## config.mk

```make
export PLATFORM = sky130hd
export DESIGN_NAME = raster_cmd_scheduler
export DESIGN_NICKNAME = d
export VERILOG_FILES = /design/src/rtl/common.sv /design/src/rtl/raster_cmd_fifo.sv /design/src/rtl/raster_cmd_scheduler.sv
export SDC_FILE = /design/constraint.sdc
export NUM_CORES = 1
export LEC_CHECK = 0
export CAP_MARGIN = 20
export CORE_MARGIN = 2
export CORE_UTILIZATION = 53
export DETAILED_ROUTE_END_ITERATION = 8
export PLACE_DENSITY = 0.79
export SYNTH_ARGS = -nofsm -noshare
export SYNTH_HDL_FRONTEND = slang
export SYNTH_SLANG_ARGS = --single-unit
```

## constraint.sdc

```tcl
create_clock -name clk -period 5 [get_ports clk]
set_input_delay 0.5 -clock clk [delete_from_list [all_inputs] [get_ports clk]]
set_output_delay 0.5 -clock clk [all_outputs]
set_load 0.01 [all_outputs]
```

## src/rtl/common.sv

```systemverilog
// Shared types for the raster path: command encoding, the queued command entry,
// framebuffer geometry and the scheduler FSM state.
package common;

  typedef enum logic [2:0] {
    CmdNop   = 3'd0,
    CmdClear = 3'd1,
    CmdFill  = 3'd2,
    CmdLine  = 3'd3,
    CmdRect  = 3'd4,
    CmdPixel = 3'd5
  } raster_command_t;

  typedef struct packed {
    raster_command_t command;
    logic [2:0]      colour;
    logic [7:0]      x0;
    logic [7:0]      y0;
    logic [7:0]      x1;
    logic [7:0]      y1;
  } raster_cmd_entry_t;

  localparam int unsigned FB_WIDTH  = 214;
  localparam int unsigned FB_HEIGHT = 160;

  typedef enum logic [1:0] {
    IDLE = 2'd0,
    REQ  = 2'd1,
    BUSY = 2'd2
  } sched_state_t;

  // Saturate a coordinate to the last visible pixel.
  function automatic logic [7:0] clamp_coord(input logic [7:0] value, input logic [7:0] limit);
    return (value > limit) ? limit : value;
  endfunction

endpackage

```

## src/rtl/raster_cmd_fifo.sv

```systemverilog
// Synchronous circular-buffer FIFO with flush.
//   clk_i, rst_i : clock, synchronous active-high reset
//   push_i       : write wdata_i (ignored when full or flushing)
//   pop_i        : advance past the head (ignored when empty or flushing)
//   flush_i      : drop all stored entries in one cycle
//   rdata_o      : current head entry
//   count_o      : number of stored entries (registered)
//   full_o       : count_o == Depth
//   empty_o      : count_o == 0
module raster_cmd_fifo #(
  parameter int unsigned Depth   = 8,
  parameter type         entry_t = logic [7:0]
) (
  input  logic                       clk_i,
  input  logic                       rst_i,
  input  logic                       push_i,
  input  logic                       pop_i,
  input  logic                       flush_i,
  input  entry_t                     wdata_i,
  output entry_t                     rdata_o,
  output logic [$clog2(Depth+1)-1:0] count_o,
  output logic                       full_o,
  output logic                       empty_o
);

  localparam int unsigned PtrW = $clog2(Depth);
  localparam int unsigned CntW = $clog2(Depth + 1);

  entry_t            mem_q [Depth];
  logic [PtrW-1:0]   wptr_q, rptr_q;
  logic [CntW-1:0]   count_q;
  logic              push_ok, pop_ok;

  assign full_o  = (count_q == CntW'(Depth));
  assign empty_o = (count_q == '0);
  assign push_ok = push_i && !full_o && !flush_i;
  assign pop_ok  = pop_i && !empty_o && !flush_i;

  // Depth is a power of two, so pointers wrap by plain overflow.
  always_ff @(posedge clk_i) begin
    if (rst_i) begin
      wptr_q  <= '0;
      rptr_q  <= '0;
      count_q <= '0;
    end else if (flush_i) begin
      rptr_q  <= wptr_q;
      count_q <= '0;
    end else begin
      if (push_ok) wptr_q <= wptr_q + 1'b1;
      if (pop_ok)  rptr_q <= rptr_q + 1'b1;
      if (push_ok && !pop_ok) begin
        count_q <= count_q + 1'b1;
      end else if (pop_ok && !push_ok) begin
        count_q <= count_q - 1'b1;
      end
    end
  end

  always_ff @(posedge clk_i) begin
    if (!rst_i && push_ok) mem_q[wptr_q] <= wdata_i;
  end

  assign rdata_o = mem_q[rptr_q];
  assign count_o = count_q;

endmodule

```

## src/rtl/raster_cmd_scheduler.sv

```systemverilog
// Draw-command queue and sequencer between the CPU and the rasterizer.
// Buffers up to DEPTH commands and issues them one at a time over an
// execute_request / raster_busy handshake, optionally only during vblank.
//   clk, rst        : 50 MHz clock, synchronous active-high reset
//   cmd_valid/ready : CPU push handshake, cmd_in is the offered command
//   flush           : discard every queued, not yet issued command
//   vblank          : vertical blanking (gates issue when VBLANK_GATE != 0)
//   raster_busy     : rasterizer is executing
//   raster_cmd      : command presented to the rasterizer (held from pop to pop)
//   execute_request : start request to the rasterizer
//   queue_count     : occupied entries
//   idle            : queue empty and nothing in flight (registered)
module raster_cmd_scheduler
  import common::*;
#(
  parameter int unsigned DEPTH       = 8,
  parameter int unsigned VBLANK_GATE = 0
) (
  input  logic                       clk,
  input  logic                       rst,
  input  logic                       cmd_valid,
  output logic                       cmd_ready,
  input  raster_cmd_entry_t          cmd_in,
  input  logic                       flush,
  input  logic                       vblank,
  input  logic                       raster_busy,
  output raster_cmd_entry_t          raster_cmd,
  output logic                       execute_request,
  output logic [$clog2(DEPTH+1)-1:0] queue_count,
  output logic                       idle
);

  localparam logic [7:0] XMax = 8'(FB_WIDTH - 1);
  localparam logic [7:0] YMax = 8'(FB_HEIGHT - 1);

  sched_state_t      state_q, state_d;
  raster_cmd_entry_t raster_cmd_q;
  logic              exec_q;
  logic              idle_q;

  raster_cmd_entry_t clamped;
  raster_cmd_entry_t fifo_head;
  logic              fifo_full, fifo_empty;
  logic              push, pop, gate_open;

  // No look-ahead on a same-cycle pop: a full queue always refuses.
  assign cmd_ready = !fifo_full && !flush && !rst;
  assign push      = cmd_valid && cmd_ready;
  assign gate_open = (VBLANK_GATE == 0) || vblank;
  // flush beats a pending pop so the head is discarded rather than issued.
  assign pop       = (state_q == IDLE) && !fifo_empty && gate_open && !flush;

  always_comb begin
    clamped    = cmd_in;
    clamped.x0 = clamp_coord(cmd_in.x0, XMax);
    clamped.y0 = clamp_coord(cmd_in.y0, YMax);
    clamped.x1 = clamp_coord(cmd_in.x1, XMax);
    clamped.y1 = clamp_coord(cmd_in.y1, YMax);
  end

  raster_cmd_fifo #(
    .Depth   (DEPTH),
    .entry_t (raster_cmd_entry_t)
  ) u_fifo (
    .clk_i   (clk),
    .rst_i   (rst),
    .push_i  (push),
    .pop_i   (pop),
    .flush_i (flush),
    .wdata_i (clamped),
    .rdata_o (fifo_head),
    .count_o (queue_count),
    .full_o  (fifo_full),
    .empty_o (fifo_empty)
  );

  always_comb begin
    state_d = state_q;
    unique case (state_q)
      IDLE:    if (pop) state_d = REQ;
      REQ:     if (raster_busy) state_d = BUSY;
      BUSY:    if (!raster_busy) state_d = IDLE;
      default: state_d = IDLE;
    endcase
  end

  // execute_request trails the REQ state by one register stage: it rises the
  // cycle after the pop and falls the cycle after busy is sampled.
  always_ff @(posedge clk) begin
    if (rst) begin
      state_q      <= IDLE;
      raster_cmd_q <= '0;
      exec_q       <= 1'b0;
      idle_q       <= 1'b1;
    end else begin
      state_q <= state_d;
      if (pop) raster_cmd_q <= fifo_head;
      exec_q  <= (state_q == REQ);
      idle_q  <= (state_q == IDLE) && fifo_empty;
    end
  end

  assign raster_cmd      = raster_cmd_q;
  assign execute_request = exec_q;
  assign idle            = idle_q;

endmodule

```

==> qor.yml <==
outcome: "complete, no violations"
io_buffers: 87
grt_remaining_overflow: 0
r2r_slack_ns: 2.21
end_kind: "flop"
fin_crit_sh: 0.622
power.density_mw_per_mm2: 414
hold_class: "flop to flop"
grt_pass1_wl_microns: 43300
num_antenna_cells: 0
clock_path_buffers: 3
synth_area_sq_mm: 0.0136
critPathMaxFanout: 18
row_count: 58
n_fill_cell: 1652
start_util: 0.541
critPathKind: "input port to flop"
synthTopCellsByArea: "edfxtp_1, mux4_2, dfxtp_1, o22ai_2, nor2_1"
tritoncts: "yes"
cts_setup_buffers: 0
fmax_mhz: 321
hold_violations: 0
drt-total-wl_microns: 28100
area_growth_pct: 18.4
antenna_found_initial: 0
rsz0062_at_grt: "false"
cts_made_buffers: 36
final_core_util: 0.641
slew_violations: 0
ir_drop_v: 0.000272
critPathLaunchType: "input port"
synth-main-ff-cell: "edfxtp_1"
slew_headroom: 0.304
worst_pin_slew_ns: 1.04
clkLatencyLatePin_ns: 0.52
dpl.hpwl_microns: 15500
ctsHoldBuffers: 0
drive_gt1_frac: 0.248
synth_edf_count: 304
synth_fp_nets: 755
track_usage: 0.218
seq_area_frac_synth: 0.747
avgRoutedWirePerCell_microns: 24.2
synth_top_area_frac: 0.670
cts_resized: 0
fin_ws_ns: 1.89
synthCells: 705
path_clk_slew_ns: 0.06
root_buffer: "clkbuf_16"
skew_ns: 0.0178
ys_async_sr_fraction: 0
drc: 0
arrival_ns: 3.32
dr.pass1.iters: 5
ys_seq_elements: 356
fp.dieH_microns: 164
vias_per_cell: 5.99
core_sq_mm: 0.0252
synth.distinct_cells: 44
h-tree-depth: 2
min_period_ns: 3.11
synth.avg_cell_area_sq_um: 19.3
p_leak_nw: 5.10
yosysTopAreaCell: "edfxtp_1"
maxCapViolCount: 0
ios: 89
tns_ns: 0
die_w_microns: 164
fin_area_sq_mm: 0.0161
drt-initial-drc-count: 573
dr_total_vias: 6972
antenna_left: 0
die_area_sq_mm: 0.0270
grt_max_degree: 79
nets: 856
grt_pass1_vias: 7440
dpl_worst_slack_ns: 1.35
globalplace.congestion: 0.789
cts_sinks: 356
yosysWarnings: 0
placed_area_sq_mm: 0.0149
setup_viol: 0
cp.required_ns: 5.21
==> cells in the final DEF (no fill, tap or decap), types with 3 or more instances in the layout <==
| cell type | netlist | final |
|---|---|---|
| or2_2 | 6 | 6 |
| nor2b_1 | 9 | 9 |
| nand3_1 | 3 | 3 |
| bufinv_16 | 0 | 6 |
| edfxtp_1 | 304 | 304 |
| clkinv_1 | 0 | 8 |
| ha_1 | 5 | 5 |
| clkbuf_16 | 0 | 37 |
| and2_1 | 3 | 3 |
| clkdlybuf4s50_1 | 0 | 86 |
| nor3_1 | 33 | 29 |
| a21o_1 | 3 | 3 |
| o22ai_1 | 18 | 18 |
| xnor2_1 | 6 | 6 |
| a21oi_1 | 7 | 7 |
| dfxtp_1 | 52 | 50 |
| o22ai_2 | 20 | 20 |
| mux4_2 | 76 | 76 |
| clkbuf_1 | 20 | 4 |
| clkinv_2 | 0 | 4 |
| nand2_1 | 8 | 8 |
| nor2_4 | 0 | 4 |
| buf_4 | 3 | 19 |
| inv_1 | 4 | 4 |
| nor3_2 | 12 | 16 |
| nand2b_1 | 11 | 11 |
| nor2_1 | 55 | 51 |
==> cell type report <==
| cell class | count | area (sq um) | area share |
|---|---|---|---|
| clock inverters | 23 | 274 | 0.0170 |
| clock buffers | 43 | 968 | 0.0600 |
| well taps | 330 | 413 | 0.0256 |
| inverters | 5 | 18.8 | 0.00116 |
| repair buffers | 108 | 1050 | 0.0650 |
| multi-input cells | 299 | 3230 | 0.200 |
| flip-flops and latches | 356 | 10200 | 0.631 |
==> cells by family after synthesis <==
logic type / count (synthesis) / share of synthesized area
adders and majority gates: 6 / 0.00606
DFF: 356 / 0.747
muxes: 78 / 0.127
AOI/OAI and AO/OA: 56 / 0.0351
buffers and inverters: 50 / 0.0209
and+or+nand+nor: 152 / 0.0594
xor gates and xnor gates: 7 / 0.00450
==> flip-flops by register name (all words and copies together) (netlist names) <==
register / cells
u_fifo.mem_q: 304
raster_cmd: 38
u_fifo.count_o: 4
u_fifo.rptr_q: 3
u_fifo.wptr_q: 3
state_q: 2
execute_request: 1
idle: 1
==> metal layers <==
layer	global-route usage	vias up	share of wire
met5	0	-	0
met4	0.0718	0	0.020
met3	0.0374	52	0.065
met2	0.372	285	0.53
met1	0.286	3609	0.39
li1	-	3026	-
==> worst paths after layout <==
path,startpoint,endpoint,depth (start not counted)
worst min register to register,raster_cmd[31],raster_cmd[31],2
worst max-delay path,flush,u_fifo.mem_q[5][15],8
worst max register to register,u_fifo.count_o[0],u_fifo.count_o[3],11
worst min-delay path,raster_cmd[31],raster_cmd[31],2
==> report_power, final <==
group | leakage (nW) | switching [mW] | internal [mW] | total (mW)
registers | 3.16 | 0.0625 | 3.29 | 3.35
clock network | 0.603 | 1.09 | 1.70 | 2.79
logic | 1.33 | 0.272 | 0.276 | 0.548
total | 5.10 | 1.42 | 5.26 | 6.68
==> synthesized netlist by cell type (2+ instances only) <==
| master | count |
|---|---|
| a211oi_1 | 2 |
| a21o_1 | 3 |
| a21oi_1 | 7 |
| and2_1 | 3 |
| buf_2 | 12 |
| buf_4 | 3 |
| buf_6 | 6 |
| buf_8 | 2 |
| clkbuf_1 | 20 |
| dfxtp_1 | 52 |
| edfxtp_1 | 304 |
| ha_1 | 5 |
| inv_1 | 4 |
| mux2i_1 | 2 |
| mux4_2 | 76 |
| nand2_1 | 8 |
| nand2b_1 | 11 |
| nand3_1 | 3 |
| nor2_1 | 55 |
| nor2b_1 | 9 |
| nor3_1 | 33 |
| nor3_2 | 12 |
| nor3b_1 | 2 |
| nor4_1 | 2 |
| o21a_1 | 2 |
| o21ai_0 | 2 |
| o22ai_1 | 18 |
| o22ai_2 | 20 |
| or2_2 | 6 |
| or3_1 | 2 |
| xnor2_1 | 6 |
==> worst max-delay path, cell delays in order <==
cell and delay (ns):
clkdlybuf4s50_1 0.59, or2_0 0.41, nor2_1 0.20, nand2_1 0.23
inv_2 0.19, nand2_1 0.23, nor2_4 0.62, buf_4 0.34
==> metrics by stage <==
step	power, mW	cells	hold slack [ns]
after global placement	3.94	1097	0.483
after global routing	6.89	1164	0.528
after detailed placement	3.96	1097	0.482
after floorplan	3.74	705	0.490
final	6.68	1164	0.496
after CTS	6.73	1163	0.483
No activity file was read; power rests on OpenSTA's default activity.
